==> src/rtl/if_id_pipe_reg.sv <==
// rtl/if_id_pipe_reg.sv - IF/ID pipeline register with stall hold, flush bubbles and HALT latch
module if_id_pipe_reg #(
    parameter logic [15:0] NOP_INSTR     = 16'h0800,
    parameter logic [4:0]  HALT_OPC      = 5'b00000,
    parameter int unsigned FLUSH_BUBBLES = 1
) (
    input  logic        clk,
    input  logic        rst,
    input  logic [15:0] if_PC2,
    input  logic [15:0] if_instr,
    input  logic        stall,
    input  logic        flush,
    output logic [15:0] id_PC2,
    output logic [15:0] id_instr,
    output logic        id_valid,
    output logic        halt_fetched,
    output logic [15:0] stall_cnt
);

    typedef enum logic [1:0] {
        RUN    = 2'd0,
        HOLD   = 2'd1,
        BUBBLE = 2'd2,
        HALTED = 2'd3
    } state_t;

    localparam logic [1:0] BUBBLE_LOAD = 2'(FLUSH_BUBBLES);

    state_t      state_q, state_d;
    logic [1:0]  bub_cnt_q, bub_cnt_d;
    logic [15:0] pc2_q, pc2_d;
    logic [15:0] instr_q, instr_d;
    logic        valid_q, valid_d;
    logic        halt_q, halt_d;
    logic [15:0] stall_cnt_q, stall_cnt_d;
    logic        capture;

    always_comb begin
        state_d     = state_q;
        bub_cnt_d   = bub_cnt_q;
        pc2_d       = pc2_q;
        instr_d     = instr_q;
        valid_d     = valid_q;
        stall_cnt_d = stall_cnt_q;
        capture     = 1'b0;

        // HOLD cycles are counted regardless of what ends them
        if (state_q == HOLD && stall_cnt_q != 16'hFFFF)
            stall_cnt_d = stall_cnt_q + 16'd1;

        if (flush) begin
            state_d   = BUBBLE;
            valid_d   = 1'b0;
            instr_d   = NOP_INSTR;
            bub_cnt_d = BUBBLE_LOAD;
        end else begin
            case (state_q)
                RUN: begin
                    if (stall) state_d = HOLD;
                    else       capture = 1'b1;
                end
                HOLD: begin
                    if (!stall) capture = 1'b1;
                end
                BUBBLE: begin
                    if (!stall) begin
                        if (bub_cnt_q != 2'd0) bub_cnt_d = bub_cnt_q - 2'd1;
                        else                   capture   = 1'b1;
                    end
                end
                default: ;
            endcase

            if (capture) begin
                pc2_d   = if_PC2;
                instr_d = if_instr;
                valid_d = 1'b1;
                state_d = (if_instr[15:11] == HALT_OPC) ? HALTED : RUN;
            end
        end

        halt_d = (state_d == HALTED);
    end

    always_ff @(posedge clk or negedge rst) begin
        if (!rst) begin
            state_q     <= BUBBLE;
            bub_cnt_q   <= 2'd0;
            pc2_q       <= 16'd0;
            instr_q     <= NOP_INSTR;
            valid_q     <= 1'b0;
            halt_q      <= 1'b0;
            stall_cnt_q <= 16'd0;
        end else begin
            state_q     <= state_d;
            bub_cnt_q   <= bub_cnt_d;
            pc2_q       <= pc2_d;
            instr_q     <= instr_d;
            valid_q     <= valid_d;
            halt_q      <= halt_d;
            stall_cnt_q <= stall_cnt_d;
        end
    end

    assign id_PC2       = pc2_q;
    assign id_instr     = instr_q;
    assign id_valid     = valid_q;
    assign halt_fetched = halt_q;
    assign stall_cnt    = stall_cnt_q;

endmodule

==> config.mk <==
export PLATFORM = sky130hd
export DESIGN_NAME = if_id_pipe_reg
export DESIGN_NICKNAME = d
export VERILOG_FILES = /design/src/rtl/if_id_pipe_reg.sv
export SDC_FILE = /design/constraint.sdc
export NUM_CORES = 1
export LEC_CHECK = 0
export CELL_PAD_IN_SITES_DETAIL_PLACEMENT = 0
export CELL_PAD_IN_SITES_GLOBAL_PLACEMENT = 1
export CORE_UTILIZATION = 37
export DETAILED_ROUTE_END_ITERATION = 10
export PLACE_DENSITY = 0.93
export SKIP_CTS_REPAIR_TIMING = 1
export SLEW_MARGIN = 15
export SYNTH_ARGS = -nofsm -noshare
export SYNTH_HDL_FRONTEND = slang
export SYNTH_SLANG_ARGS = --single-unit
==> constraint.sdc <==
create_clock -name clk -period 5.15 [get_ports clk]
set_input_delay 0.515 -clock clk [delete_from_list [all_inputs] [get_ports clk]]
set_output_delay 0.515 -clock clk [all_outputs]
set_load 0.005 [all_outputs]
# == After elaboration in Yosys (flattened, before gate mapping) ==
# Index checks and enable logic that the tools add are counted.
# word_totals
in_bits,36
reg_bits,54
wordCells,43
# op_classes
add_sub_neg,2
mux,18
bitwise_logic,1
reduce_logical,10
n_eq_ne,5
# ops
operator,count
2-to-1 mux 16 bit,2
2-to-1 mux 2 bit,9
adder 16 x 1 -> 16 bit (second input constant),1
inequality test 16 bit (second input constant),1
nonzero test 2 bit,4
2-to-1 mux 1 bit,6
zero test 5 bit,1
equality test 2 bit (second input constant),2
AND reduction 3 bit,1
equality test 2 x 1 -> 1 bit (second input constant),1
zero test 2 bit,1
inequality test 2 x 1 -> 1 bit (second input constant),1
case mux 1 bit (2 select lines),1
AND reduction 2 bit,1
OR reduction 2 bit,1
subtractor 2 x 1 -> 2 bit (second input constant),1
logical AND 1 bit,1
NOT 1 bit,1

# == Logic depth before layout (Yosys ltp) ==
# Gate-level depths: netlist (run 1).
# logic_depth
depth_word,8
depth_mapped,8
depth_no_buf,6

# == Least setup slack after synthesis (run 1) ==
# OpenSTA, ideal clock, no wires.
# synth_path
kind,flip-flop to flip-flop
from,register bub_cnt_q[0]
to,register pc2_q[10] (netlist: id_PC2[10])
arrival_ns,1.627
setup_time_ns,0.125
n_path_buf,2
stages_incl_launch_ff,9
required_time_ns,5.025
slack_ns,3.398
cell_sequence,dfrtp_1 inv_1 ha_1 nand2b_4 a21o_1 buf_4 nor2_8 buf_6 mux2_2
# synth_via
elab_chain_cells,6
# synth_lines
item,line_no,rtl
from (decl),30,"logic [1:0] bub_cnt_q, bub_cnt_d;"
from (signal assigned),96,bub_cnt_q <= bub_cnt_d;
nonzero test 2 bit,67,if (bub_cnt_q != 2'd0) bub_cnt_d = bub_cnt_q - 2'd1;
2-to-1 mux 1 bit,67,
2-to-1 mux 1 bit,66,if (!stall) begin
case mux 1 bit (2 select lines),57,case (state_q)
2-to-1 mux 1 bit,51,if (flush) begin
AND reduction 2 bit (no source line),n/a,
to (signal assigned),97,pc2_q <= pc2_d;
to (decl),31,"logic [15:0] pc2_q, pc2_d;"
# Every way passes these cells. The select of a mux whose other input is x is not followed.
# A chain may end at the register's enable or synchronous reset.

# == Worst setup path in the final report (run 1) ==
# layout_path
from,input port flush
to,register pc2_q[11] (netlist: id_PC2[11])
# layout_via
elab_chain_cells,2
# layout_lines
item,line_no,rtl
from (decl),12,"input logic flush,"
NOT 1 bit (no source line),n/a,
AND reduction 2 bit (no source line),n/a,
# Every way passes these cells.

==> results of run 1 <==
[cells in the final DEF (no fill, tap or decap), types with 2 or more instances in the layout]
master,n
xor2_1,8
nor3_1,4
inv_1,3
nand3b_1,2
nand2_1,48
and3_1,2
a21oi_1,17
nand3_1,3
clkdlybuf4s50_1,84
dfrtp_1,52
nand2b_4,2
nor4_2,3
bufinv_16,2
nor4_1,2
mux2_2,21
nor2_1,9
nand4_1,2
xnor2_1,2
dfstp_2,2
nand2b_1,3
ha_1,2
clkbuf_8,6
[path summary, 6_finish.rpt]
check / endpoint / cells past startpoint
setup / recovery: id_PC2[11] / 3
hold reg to reg: id_valid / 2
min in group clk: id_valid / 2
setup reg to reg: id_PC2[11] / 6
hold / removal: id_PC2[13] / 2
max in group asynchronous: stall_cnt[15] / 2
[layer usage]
layer | wire length [µm] | global-route usage | vias up
met4 | 76 | 0.0439 | 0
met5 | 0 | 0 | -
met2 | 2390 | 0.252 | 60
li1 | - | - | 892
met1 | 2190 | 0.189 | 869
met3 | 279 | 0.0437 | 8
[through the flow]
stage          hold WS [ns]  power [W]
2_1_floorplan         0.219   0.000722
3_3_place_gp          0.483   0.000939
3_5_place_dp          0.490   0.000955
4_1_cts               0.344    0.00130
5_1_grt               0.379    0.00135
6_report              0.327    0.00128
[final cells by class]
class	instances	area (µm²)
multi-input combinational	148	1020
clock inverter	2	60.1
inverter	3	11.3
sequential	54	1350
timing repair buffer	86	853
clock buffer	6	82.6
tap	77	96.3
fill	565	2880
[sequential cells by signal, summed over array words and instances (netlist names)]
register	count
id_instr	16
id_PC2	16
halt_fetched	1
id_valid	1
state_q	2
bub_cnt_q	2
stall_cnt	16
[logic make-up after synthesis]
family,share of synthesized area
AO/OA/AOI/OAI,0.0579
XOR/XNOR,0.0362
adder cells (fa/ha/maj),0.0103
buffers and inverters,0.0212
flip-flops,0.559
multiplexers,0.104
AND/OR/NAND/NOR,0.211
[power groups by stage]
stage          Combinational (W)  Sequential (W)  Clock (W)
3_5_place_dp            0.000376        0.000579          0
2_1_floorplan           0.000145        0.000577          0
5_1_grt                 0.000399        0.000583   0.000371
4_1_cts                 0.000377        0.000571   0.000351
6_report                0.000369        0.000569   0.000340
3_3_place_gp            0.000364        0.000576          0
[worst max-delay path: cells and delay by family]
family        cells  cell delay, ns
buf+inv           1            0.87
mux               1            0.38
simple gates      1            0.47
==> impl_metrics.py, run 1 <==
metrics = {
    "run_status": {
        "status": "complete, no violations",
    },
    "clock_tree": {
        "cts_root_buffer": "clkbuf_8",
        "numClockSinks": 54,
        "clk_pin_slew_ns": 0.09,
        "clkLatencyLatePin_ns": 0.30,
        "cts_tree": "built",
        "cts_buffers": 5,
        "htree_levels": 2,
        "clk_path_buf_depth": 2,
    },
    "cells_and_area": {
        "finish.utilization": 0.547,
        "layout.cells.non_filler": 376,
        "nets": 336,
        "antenna_cells": 0,
        "fin_area_mm2": 0.00347,
        "area_growth_pct": 43.5,
        "drive_above_1_share": 0.161,
    },
    "drt": {
        "via_count": 1829,
        "wl_mm": 4.93,
        "drc_errors": 0,
        "post_drt_wl_per_cell_um": 13.1,
        "dr.first_iter.drc_count": 63,
        "drt_pass1_iterations": 4,
        "ant_nets": 0,
        "vias_per_cell": 4.86,
    },
    "floorplan": {
        "ios": 86,
        "fp.dieW_um": 82.9,
        "chipHeight_um": 82.9,
        "fp.dieArea_mm2": 0.00687,
        "fp-row-count": 29,
        "start_util": 0.381,
        "core_mm2": 0.00635,
    },
    "pwr": {
        "power.switching_w": 0.000310,
        "p_comb_frac": 0.289,
        "max-vdd-ir-drop_uv": 224,
        "power_frac_clock": 0.266,
        "p_seq_frac": 0.446,
        "p_int_w": 0.000968,
        "sw_frac_of_total": 0.242,
        "p_leak_nw": 1.48,
        "p_per_area_mw_per_mm2": 368,
    },
    "yosys": {
        "synthFlopType": "dfrtp_1",
        "syn-instance-count": 212,
        "synth.distinct_cells": 41,
        "ys_top_cells_by_count": "dfrtp_1, nand2_1, mux2_2",
        "syn_area_mm2": 0.00242,
        "synth_enable_flop_cells": 0,
        "synth-async-reset-ratio": 1.00,
        "yosys_warnings": 0,
        "syn_nets": 250,
        "synth_seq_cells": 54,
        "syn_area_per_cell_um2": 11.4,
        "yosysMostFrequentCell": "dfrtp_1",
        "yosys.area.top_type": "dfrtp_1",
        "synth_top_area_frac": 0.537,
        "ys_seq_area_frac": 0.559,
        "synthTopCellsByArea": "dfrtp_1, mux2_2, nand2_1, a21oi_1, xor2_1",
    },
    "global_route": {
        "grt_pass1_vias": 1778,
        "grt_pass1_wl_mm": 8.42,
        "track_usage": 0.151,
        "grt_start_max_net_pins": 55,
        "antenna_found_initial": 0,
        "grt_overflow": 0,
    },
    "timing": {
        "layout_setup_ws_ns": 3.08,
        "rsz0062_at_grt": "false",
        "maxSlewHeadroom": 0.383,
        "post-route-period-util": 0.401,
        "post-route-min-period_ns": 2.07,
        "hold_viol": 0,
        "fin_skew_ns": 0.00818,
        "worst_pin_slew_ns": 0.922,
        "setup_violations": 0,
        "slew_violations": 0,
        "tns_ns": 0,
        "clock.fmax_ghz": 0.484,
    },
    "place": {
        "dp_cells": 368,
        "hpwl_mm": 3.59,
        "pre_cts_ws_ns": 2.73,
        "gp_congestion": 0.753,
        "dpl_cell_area_mm2": 0.00333,
        "io_buffers": 85,
    },
    "critical_path": {
        "cp-start-kind": "input pin",
        "cp_cell_sequence": "clkdlybuf4s50_1 -> nor2_8 -> mux2_2",
        "r2r_start": "bub_cnt_q[0]",
        "worstSetupEndpointType": "register",
        "cp.arrival_ns": 2.26,
        "worstPathRequired_ns": 5.34,
        "slowest_delay_ns": 0.87,
        "critical_path.max_fanout": 23,
        "startpoint": "flush",
        "crit_slowest_cell": "clkdlybuf4s50_1",
        "path_class": "input pin to register",
        "rrSetupSlack_ns": 3.11,
    },
    "min_path": {
        "hp-class": "input pin to asynchronous set/reset pin",
    },
    "run": {
        "drv_cap": 0,
    },
}
No activity file was read; power rests on OpenSTA's default activity.
==> run 2, diff against run 1 <==
CORE_UTILIZATION = 31   (was 37)
PLACE_DENSITY = 0.84   (was 0.93)
clock period = 1.9 ns   (was 5.15 ns; I/O delays follow)
==> impl_metrics.py, run 2 (same netlist as run 1, synthesis figures left out) <==
metrics = {
    "min_path": {
        "hp-class": "input pin to asynchronous set/reset pin",
    },
    "cells_and_area": {
        "area_growth_pct": 48.2,
        "nFillCells": 707,
        "antenna_cells": 0,
        "nets": 349,
        "final_cell_mix": "clkdlybuf4s50_1, dfrtp_1, nand2_1",
        "drive_above_1_share": 0.199,
        "final_common_cell": "clkdlybuf4s50_1",
    },
    "clock_tree": {
        "cts_tree": "built",
        "clk_path_buf_depth": 2,
        "clkLatencyLatePin_ns": 0.31,
        "cts_root_buffer": "clkbuf_8",
        "numClockSinks": 54,
        "cts_buffers": 5,
        "clk_pin_slew_ns": 0.11,
        "htree_levels": 2,
    },
    "critical_path": {
        "worstSetupEndpointType": "register",
        "cp-start-kind": "register",
        "cp.arrival_ns": 1.99,
        "crit_slowest_cell": "dfrtp_1",
        "critical_path.max_fanout": 8,
        "slowest_delay_ns": 0.40,
        "path_class": "register to register",
        "rrSetupSlack_ns": 0.12,
        "worstPathRequired_ns": 2.11,
        "cp_cell_sequence": "inv_1 -> ha_1 -> nand2b_4 -> a21o_2 -> nor2_4 -> mux2_2",
    },
    "timing": {
        "rsz0062_at_grt": "false",
        "tns_ns": 0,
        "layout_setup_ws_ns": 0.119,
        "clock.fmax_ghz": 0.562,
        "fin_skew_ns": 0.00868,
        "slew_violations": 0,
        "post-route-min-period_ns": 1.78,
        "worst_pin_slew_ns": 0.361,
        "whs_ns": 0.392,
        "hold_viol": 0,
        "post-route-period-util": 0.937,
        "setup_violations": 0,
        "maxSlewHeadroom": 0.758,
    },
    "drt": {
        "ant_nets": 0,
        "dr.first_iter.drc_count": 84,
        "drc_errors": 0,
        "drt_pass1_iterations": 4,
        "post_drt_wl_per_cell_um": 13.1,
        "vias_per_cell": 4.61,
        "via_count": 1893,
        "wl_mm": 5.38,
    },
    "floorplan": {
        "core_mm2": 0.00741,
        "fp.dieArea_mm2": 0.00817,
        "fp.dieW_um": 90.4,
        "chipHeight_um": 90.4,
        "fp-row-count": 31,
        "start_util": 0.327,
        "ios": 86,
    },
    "place": {
        "gp_congestion": 0.740,
        "hpwl_mm": 3.90,
        "pre_cts_ws_ns": 0.00670,
        "io_buffers": 85,
    },
    "pwr": {
        "p_per_area_mw_per_mm2": 924,
        "p_leak_nw": 1.52,
        "max-vdd-ir-drop_uv": 350,
    },
    "global_route": {
        "grt_start_max_net_pins": 55,
        "grt_pass1_wl_mm": 9.14,
        "grt_pass1_vias": 1953,
        "grt_overflow": 0,
        "track_usage": 0.139,
        "antenna_found_initial": 0,
    },
    "run": {
        "drv_cap": 0,
    },
    "run_status": {
        "status": "complete, no violations",
    },
}
==> run 2: layer usage <==
layer / wire length (µm) / part of all wire / track usage
met1: 2450 / 0.46 / 0.177
met2: 2580 / 0.48 / 0.230
met3: 291 / 0.054 / 0.0387
met4: 59 / 0.011 / 0.0403
met5: 0 / 0 / 0
==> run 2: power breakdown <==
group,leakage [nW],internal (W),total (W),switching (W)
combinational,0.763,0.000722,0.00110,0.000373
clock,0.0506,0.000277,0.000690,0.000414
sequential,0.707,0.00140,0.00153,0.000133
==> run 2: final timing paths <==
check                             startpoint      endpoint  depth (start not counted)
max in group asynchronous                rst    state_q[1]                          3
worst max-delay path            bub_cnt_q[0]     id_PC2[1]                          6
worst min register to register  id_instr[11]  id_instr[11]                          2
min in group clk                 if_instr[3]   id_instr[3]                          3
worst min-delay path                     rst    id_PC2[13]                          3
worst max register to register  bub_cnt_q[0]     id_PC2[1]                          6
==> run 2: critical path, delay by kind of cell (launching register included) <==
kind | cells | cell delay (ns)
AOI/OAI and AO/OA | 1 | 0.30
and+or+nand+nor | 2 | 0.31
muxes | 1 | 0.37
adders and majority gates | 1 | 0.23
buffers and inverters | 1 | 0.06
DFF | 1 | 0.40
==> run 2: stage by stage <==
step | instances | utilization | area (µm²) | total power [W]
2_1_floorplan | 212 | - | 2420 | 0.00196
3_3_place_gp | 401 | 0.468 | 3470 | 0.00261
3_5_place_dp | 401 | 0.468 | 3470 | 0.00266
4_1_cts | 409 | 0.481 | 3560 | 0.00336
5_1_grt | 411 | 0.484 | 3590 | 0.00350
6_report | 411 | 0.484 | 3590 | 0.00331
==> run 2: cell type report <==
type,count,area (µm²),share of cell area
inverters,3,11.3,0.00314
multi-input cells,149,1030,0.287
clock inverters,3,28.8,0.00802
repair buffers,98,971,0.271
flip-flops and latches,54,1350,0.377
clock buffers,5,68.8,0.0192
well taps,99,124,0.0345
